$ cat config.mk
export PLATFORM = sky130hd
export DESIGN_NAME = ram_bist_ctrl
export DESIGN_NICKNAME = d
export VERILOG_FILES = /design/src/rtl/ram_bist_ctrl.sv
export SDC_FILE = /design/constraint.sdc
export NUM_CORES = 1
export LEC_CHECK = 0
export ABC_AREA = 1
export BUFFER_PORTS_ARGS = -buffer_cell sky130_fd_sc_hd__buf_2
export CELL_PAD_IN_SITES_DETAIL_PLACEMENT = 0
export CELL_PAD_IN_SITES_GLOBAL_PLACEMENT = 1
export CORE_MARGIN = 2
export CORE_UTILIZATION = 41
export CTS_CLUSTER_SIZE = 28
export DETAILED_ROUTE_END_ITERATION = 8
export MAX_ROUTING_LAYER = met4
export PLACE_DENSITY = 0.81
export SYNTH_ARGS = -nofsm -noshare
export SYNTH_HDL_FRONTEND = slang
export SYNTH_SLANG_ARGS = --single-unit
export TNS_END_PERCENT = 50
$ cat constraint.sdc
create_clock -name clk -period 4.75 [get_ports clk]
set_input_delay 0.2375 -clock clk [delete_from_list [all_inputs] [get_ports clk]]
set_output_delay 0.2375 -clock clk [all_outputs]
set_load 0.01 [all_outputs]
$ cat src/rtl/ram_bist_ctrl.sv
// ram_bist_ctrl
//
// Built-in self test sequencer for a simple dual-port RAM. A test runs in
// three phases:
//   1. Write every word with a selectable data pattern.
//   2. Read every word back.
//   3. Drain the RAM read pipeline.
// The controller then compares each returned word against the pattern it
// wrote. It reports a pass flag, a saturating mismatch count, and the address
// and data of the first mismatch.
//
// Ports
//   clk, rst          clock and asynchronous active-high reset
//   start             one-cycle test request (accepted only in IDLE or DONE)
//   pattern_sel       data pattern, latched when start is accepted
//   busy              high while a test runs (WRITE, READ, DRAIN)
//   done, pass        test finished / finished with no mismatches
//   fail_count        saturating mismatch count
//   first_fail_addr   address of the first mismatching word
//   first_fail_data   data read at the first mismatch
//   addra/wena/dina   RAM write port
//   addrb/renb        RAM read port; renb also advances the RAM read pipeline
//   doutb             RAM read data, RD_LATENCY cycles after the address
module ram_bist_ctrl #(
  parameter  int DATA_WIDTH = 32,
  parameter  int MEM_DEPTH  = 1024,
  parameter  int RD_LATENCY = 3,
  localparam int ADDR_WIDTH = (MEM_DEPTH > 1) ? $clog2(MEM_DEPTH) : 1
) (
  input  logic                  clk,
  input  logic                  rst,
  input  logic                  start,
  input  logic [1:0]            pattern_sel,
  output logic                  busy,
  output logic                  done,
  output logic                  pass,
  output logic [15:0]           fail_count,
  output logic [ADDR_WIDTH-1:0] first_fail_addr,
  output logic [DATA_WIDTH-1:0] first_fail_data,
  output logic [ADDR_WIDTH-1:0] addra,
  output logic                  wena,
  output logic [DATA_WIDTH-1:0] dina,
  output logic [ADDR_WIDTH-1:0] addrb,
  output logic                  renb,
  input  logic [DATA_WIDTH-1:0] doutb
);

  localparam int DRAIN_W = (RD_LATENCY > 1) ? $clog2(RD_LATENCY) : 1;
  localparam logic [ADDR_WIDTH-1:0] LAST_ADDR  = ADDR_WIDTH'(MEM_DEPTH - 1);
  localparam logic [DRAIN_W-1:0]    DRAIN_LAST = DRAIN_W'(RD_LATENCY - 1);

  typedef enum logic [2:0] {IDLE, WRITE, READ, DRAIN, DONE} state_e;

  state_e                  state_q, state_d;
  logic [ADDR_WIDTH-1:0]   cnt_q, cnt_d;
  logic [DRAIN_W-1:0]      drain_q, drain_d;
  logic [1:0]              sel_q, sel_d;
  logic [RD_LATENCY-1:0]   pipe_vld_q, pipe_vld_d;
  logic [ADDR_WIDTH-1:0]   pipe_addr_q [RD_LATENCY];
  logic [ADDR_WIDTH-1:0]   pipe_addr_d [RD_LATENCY];
  logic [15:0]             fail_count_q, fail_count_d;
  logic [ADDR_WIDTH-1:0]   ffa_q, ffa_d;
  logic [DATA_WIDTH-1:0]   ffd_q, ffd_d;
  logic                    start_accept;
  logic                    rd_active;

  // Pattern for a given address.
  // Pattern 2 zero-extends or truncates the address to DATA_WIDTH. To
  // handle both cases, the address is padded with zeros before slicing.
  function automatic logic [DATA_WIDTH-1:0] pattern_word(
    input logic [ADDR_WIDTH-1:0] a,
    input logic [1:0]            sel
  );
    logic [DATA_WIDTH+ADDR_WIDTH-1:0] ext;
    logic [DATA_WIDTH-1:0]            word;
    ext  = {{DATA_WIDTH{1'b0}}, a};
    word = '0;
    case (sel)
      2'd0:    word = '0;
      2'd1:    word = '1;
      2'd2:    word = ext[DATA_WIDTH-1:0];
      default: begin
        // 0x5 nibbles set the even bits; 0xA nibbles set the odd bits.
        for (int i = 0; i < DATA_WIDTH; i++) begin
          word[i] = a[0] ? (i % 2 == 1) : (i % 2 == 0);
        end
      end
    endcase
    return word;
  endfunction

  assign start_accept = start && ((state_q == IDLE) || (state_q == DONE));
  assign rd_active    = (state_q == READ) || (state_q == DRAIN);

  // State and datapath registers
  always_ff @(posedge clk or posedge rst) begin
    if (rst) begin
      state_q      <= IDLE;
      cnt_q        <= '0;
      drain_q      <= '0;
      sel_q        <= '0;
      pipe_vld_q   <= '0;
      for (int i = 0; i < RD_LATENCY; i++) pipe_addr_q[i] <= '0;
      fail_count_q <= '0;
      ffa_q        <= '0;
      ffd_q        <= '0;
    end else begin
      state_q      <= state_d;
      cnt_q        <= cnt_d;
      drain_q      <= drain_d;
      sel_q        <= sel_d;
      pipe_vld_q   <= pipe_vld_d;
      pipe_addr_q  <= pipe_addr_d;
      fail_count_q <= fail_count_d;
      ffa_q        <= ffa_d;
      ffd_q        <= ffd_d;
    end
  end

  // Next-state logic.
  // cnt_q is the phase address, which is reused by WRITE and READ.
  always_comb begin
    state_d = state_q;
    cnt_d   = cnt_q;
    drain_d = drain_q;
    sel_d   = sel_q;
    case (state_q)
      IDLE, DONE: begin
        if (start) begin
          state_d = WRITE;
          cnt_d   = '0;
          sel_d   = pattern_sel;
        end
      end
      WRITE: begin
        if (cnt_q == LAST_ADDR) begin
          state_d = READ;
          cnt_d   = '0;
        end else begin
          cnt_d = cnt_q + 1'b1;
        end
      end
      READ: begin
        if (cnt_q == LAST_ADDR) begin
          state_d = DRAIN;
          cnt_d   = '0;
          drain_d = '0;
        end else begin
          cnt_d = cnt_q + 1'b1;
        end
      end
      DRAIN: begin
        if (drain_q == DRAIN_LAST) begin
          state_d = DONE;
        end else begin
          drain_d = drain_q + 1'b1;
        end
      end
      default: state_d = IDLE;
    endcase
  end

  // Compare pipeline and result tracking.
  // The pipeline shifts only while renb is high, so that it stays in step
  // with the RAM. The tail entry lines up with the word on doutb. The count
  // saturates and never returns to zero within a run, so a zero count means
  // no mismatch has been seen yet.
  always_comb begin
    pipe_vld_d   = pipe_vld_q;
    pipe_addr_d  = pipe_addr_q;
    fail_count_d = fail_count_q;
    ffa_d        = ffa_q;
    ffd_d        = ffd_q;
    if (rd_active) begin
      for (int i = RD_LATENCY - 1; i > 0; i--) begin
        pipe_vld_d[i]  = pipe_vld_q[i-1];
        pipe_addr_d[i] = pipe_addr_q[i-1];
      end
      pipe_vld_d[0]  = (state_q == READ);
      pipe_addr_d[0] = cnt_q;
      if (pipe_vld_q[RD_LATENCY-1] &&
          (doutb != pattern_word(pipe_addr_q[RD_LATENCY-1], sel_q))) begin
        if (fail_count_q == 16'd0) begin
          ffa_d = pipe_addr_q[RD_LATENCY-1];
          ffd_d = doutb;
        end
        if (fail_count_q != 16'hFFFF) begin
          fail_count_d = fail_count_q + 16'd1;
        end
      end
    end
    if (start_accept) begin
      fail_count_d = '0;
      ffa_d        = '0;
      ffd_d        = '0;
      pipe_vld_d   = '0;
    end
  end

  // Outputs are decoded from state. As a result, they all fall to zero as
  // soon as reset forces IDLE.
  always_comb begin
    busy  = (state_q == WRITE) || (state_q == READ) || (state_q == DRAIN);
    done  = (state_q == DONE);
    pass  = (state_q == DONE) && (fail_count_q == 16'd0);
    wena  = (state_q == WRITE);
    addra = '0;
    dina  = '0;
    renb  = rd_active;
    addrb = '0;
    if (state_q == WRITE) begin
      addra = cnt_q;
      dina  = pattern_word(cnt_q, sel_q);
    end
    if (state_q == READ) begin
      addrb = cnt_q;
    end else if (state_q == DRAIN) begin
      addrb = LAST_ADDR;
    end
  end

  assign fail_count      = fail_count_q;
  assign first_fail_addr = ffa_q;
  assign first_fail_data = ffd_q;

endmodule

==> results.json <==
{
  "tritoncts": "yes",
  "mostFrequentLayoutCells": "246 x nand2_1, 151 x buf_2, 108 x dfrtp_1",
  "fp.dieW_um": 125.2,
  "grt_pass1_vias": 5121,
  "fill_cells": 1511,
  "start_kind": "flop",
  "chipHeight_um": 125.2,
  "drt-wirelength-per-cell_um": 14.55,
  "max_freq_ghz": 0.3301,
  "period_needed_ps": 3030,
  "synth_nets": 854,
  "placed_area_um2": 6713,
  "status": "complete, no violations",
  "grt_util_all_layers_pct": 20.97,
  "post-place-ws_ps": 1729,
  "power_leakage_uw": 0.003949,
  "post-route-period-util_pct": 63.78,
  "report.final.hold_viol_count": 0,
  "cts_resized": 0,
  "drc": 0,
  "io_pins": 152,
  "gp_congestion": 0.8807,
  "clk_pin_slew_ps": 70,
  "fin_ws_ps": 1720,
  "avgSynthCellArea_um2": 7.410,
  "cp_max_fo": 51,
  "skew_ps": 9.019,
  "setup_viol": 0,
  "grt_pass1_wl_um": 26350,
  "synthesis.area_um2": 6025,
  "synth_area_leaders": "dfrtp_1 45%, nand2_1 15%, nand4_1 6.1%",
  "max_slew_margin_pct": 25.05,
  "cap_viol_max_count": 0,
  "yosys.area.top_type": "dfrtp_1",
  "synth_seq_area_share_pct": 44.86,
  "num_rows": 44,
  "ir_drop_mv": 0.2794,
  "clkSinkCount": 108,
  "root_buffer": "clkbuf_16",
  "ctsHtreeMaxLevel": 3,
  "cts_hold_buf": 0,
  "ant_nets": 0,
  "initialDrtViolationCount": 390,
  "syn-instance-count": 813,
  "antenna_found_initial": 0,
  "postLayoutCellArea_um2": 6998,
  "via_per_inst": 5.051,
  "die_area_um2": 15680,
  "final_common_cell": "nand2_1",
  "grt_max_degree": 96,
  "initial_core_util_pct": 41.77,
  "grt-ovfl-total": 0,
  "rsz0062_at_grt": "no",
  "nNetsFinal": 961,
  "first_pass_iters": 5,
  "cts_made_buffers": 9,
  "min_path_type": "in -> async",
  "critPathArrivalTime_ps": 3310,
  "drv_slew": 0,
  "vias": 5597,
  "area_growth_pct": 16.16,
  "core-area_um2": 14420,
  "synth_cell_type_count": 33,
  "drive_gt1_share_pct": 20.67,
  "worst_pin_slew_ps": 1122,
  "power.density_nw_per_um2": 565.3,
  "ys_seq_elements": 108,
  "crit_type": "reg -> reg",
  "insertion_delay_ps": 350,
  "yosysWarnings": 0,
  "clockBufferDepth": 2,
  "antennaDiodeCount": 0,
  "dp_hpwl_um": 11340,
  "endpoint_kind": "flop",
  "tns_ps": 0,
  "drt_wl_total_um": 16120,
  "port_buffers": 151,
  "required_ps": 5030,
  "netlist.area_leader.share_pct": 44.86,
  "postCtsSetupBuffers": 0
}
==> report_power, final <==
| group | total [µW] | internal (µW) | switching (µW) |
|---|---|---|---|
| logic | 1850 | 554 | 1300 |
| clock network | 749 | 421 | 328 |
| registers | 1350 | 1140 | 210 |
| total | 3960 | 2120 | 1840 |
==> final timing paths <==
path	endpoint	slack (ps)	depth (start not counted)	from
min reg2reg	pipe_addr_q[5]	480	2	pipe_addr_q[15]
max reg2reg	first_fail_addr[5]	1720	12	sel_q[1]
max	first_fail_addr[5]	1720	12	sel_q[1]
min in group clk	sel_q[0]	160	3	pattern_sel[0]
min	fail_count[6]	90	2	rst
max in group asynchronous	pipe_addr_q[7]	3590	3	rst
==> synth_stat cells, drive strengths merged <==
cell type / number
buf: 35
o32ai: 2
and2: 1
a22o: 1
ha: 4
nor3b: 1
nand4: 59
clkinv: 1
nand3b: 8
nand3: 71
nor2: 81
o22ai: 4
o21ai: 45
nor3: 6
clkbuf: 24
nor4: 2
inv: 76
xor2: 9
or2: 1
nand2: 251
dfrtp: 108
a21oi: 23
==> per-layer routing <==
layer  up-vias  wire [µm]  global-route usage, %
met1      2607       7837                  30.27
met3        18        693                  3.808
li1       2838          -                      -
met5         -          0                      -
met4         0        225                  4.967
met2       134       7361                  30.79
==> cells by family (layout without fill, tap and decap cells) <==
group | count (synthesis) | after routing | synth area share (%)
AOI/OAI and AO/OA | 75 | 75 | 6.750
xor gates and xnor gates | 9 | 9 | 1.308
adders and majority gates | 4 | 4 | 0.8308
buffers and inverters | 136 | 247 | 10.47
DFF | 108 | 108 | 44.86
and+or+nand+nor | 481 | 481 | 35.78
==> critical path, cell delays in order (launching register included) <==
cell and delay, ps:
dfrtp_1 870, nand3_2 310, nand2_1 210, inv_2 50, nand2_1 50, nand2_1 40, nand2_1 60, nor2_1 40
nand2_1 60, nor2_1 60, nor2_4 830, nand4_1 250, nand2_1 120
==> metrics by stage <==
step	utilization [%]	power [µW]	instances	hold WS (ps)
floorplan	-	2704	813	358.5
global placement	46.54	3236	1093	457.0
detailed placement	46.54	3237	1093	461.0
CTS	48.52	3998	1108	132.3
global route	48.52	4280	1108	164.0
finish	48.52	3956	1108	90.14
==> area by class of cell <==
cell class | instances | area [µm²] | area share [%]
well taps | 184 | 230.2 | 3.290
inverters | 77 | 291.5 | 4.166
flip-flops and latches | 108 | 2703 | 38.62
clock buffers | 13 | 250.2 | 3.576
repair buffers | 155 | 785.8 | 11.23
multi-input cells | 569 | 2703 | 38.62
clock inverters | 2 | 35.03 | 0.5006
==> state kept, by name, summed over array words and instances (netlist names) <==
name and cells:
first_fail_data 32, pipe_vld_q 3, state_q 3, drain_q 2
cnt_q 10, pipe_addr_q 30, first_fail_addr 10, fail_count 16
sel_q 2
Power figures use the tool's default switching activity.
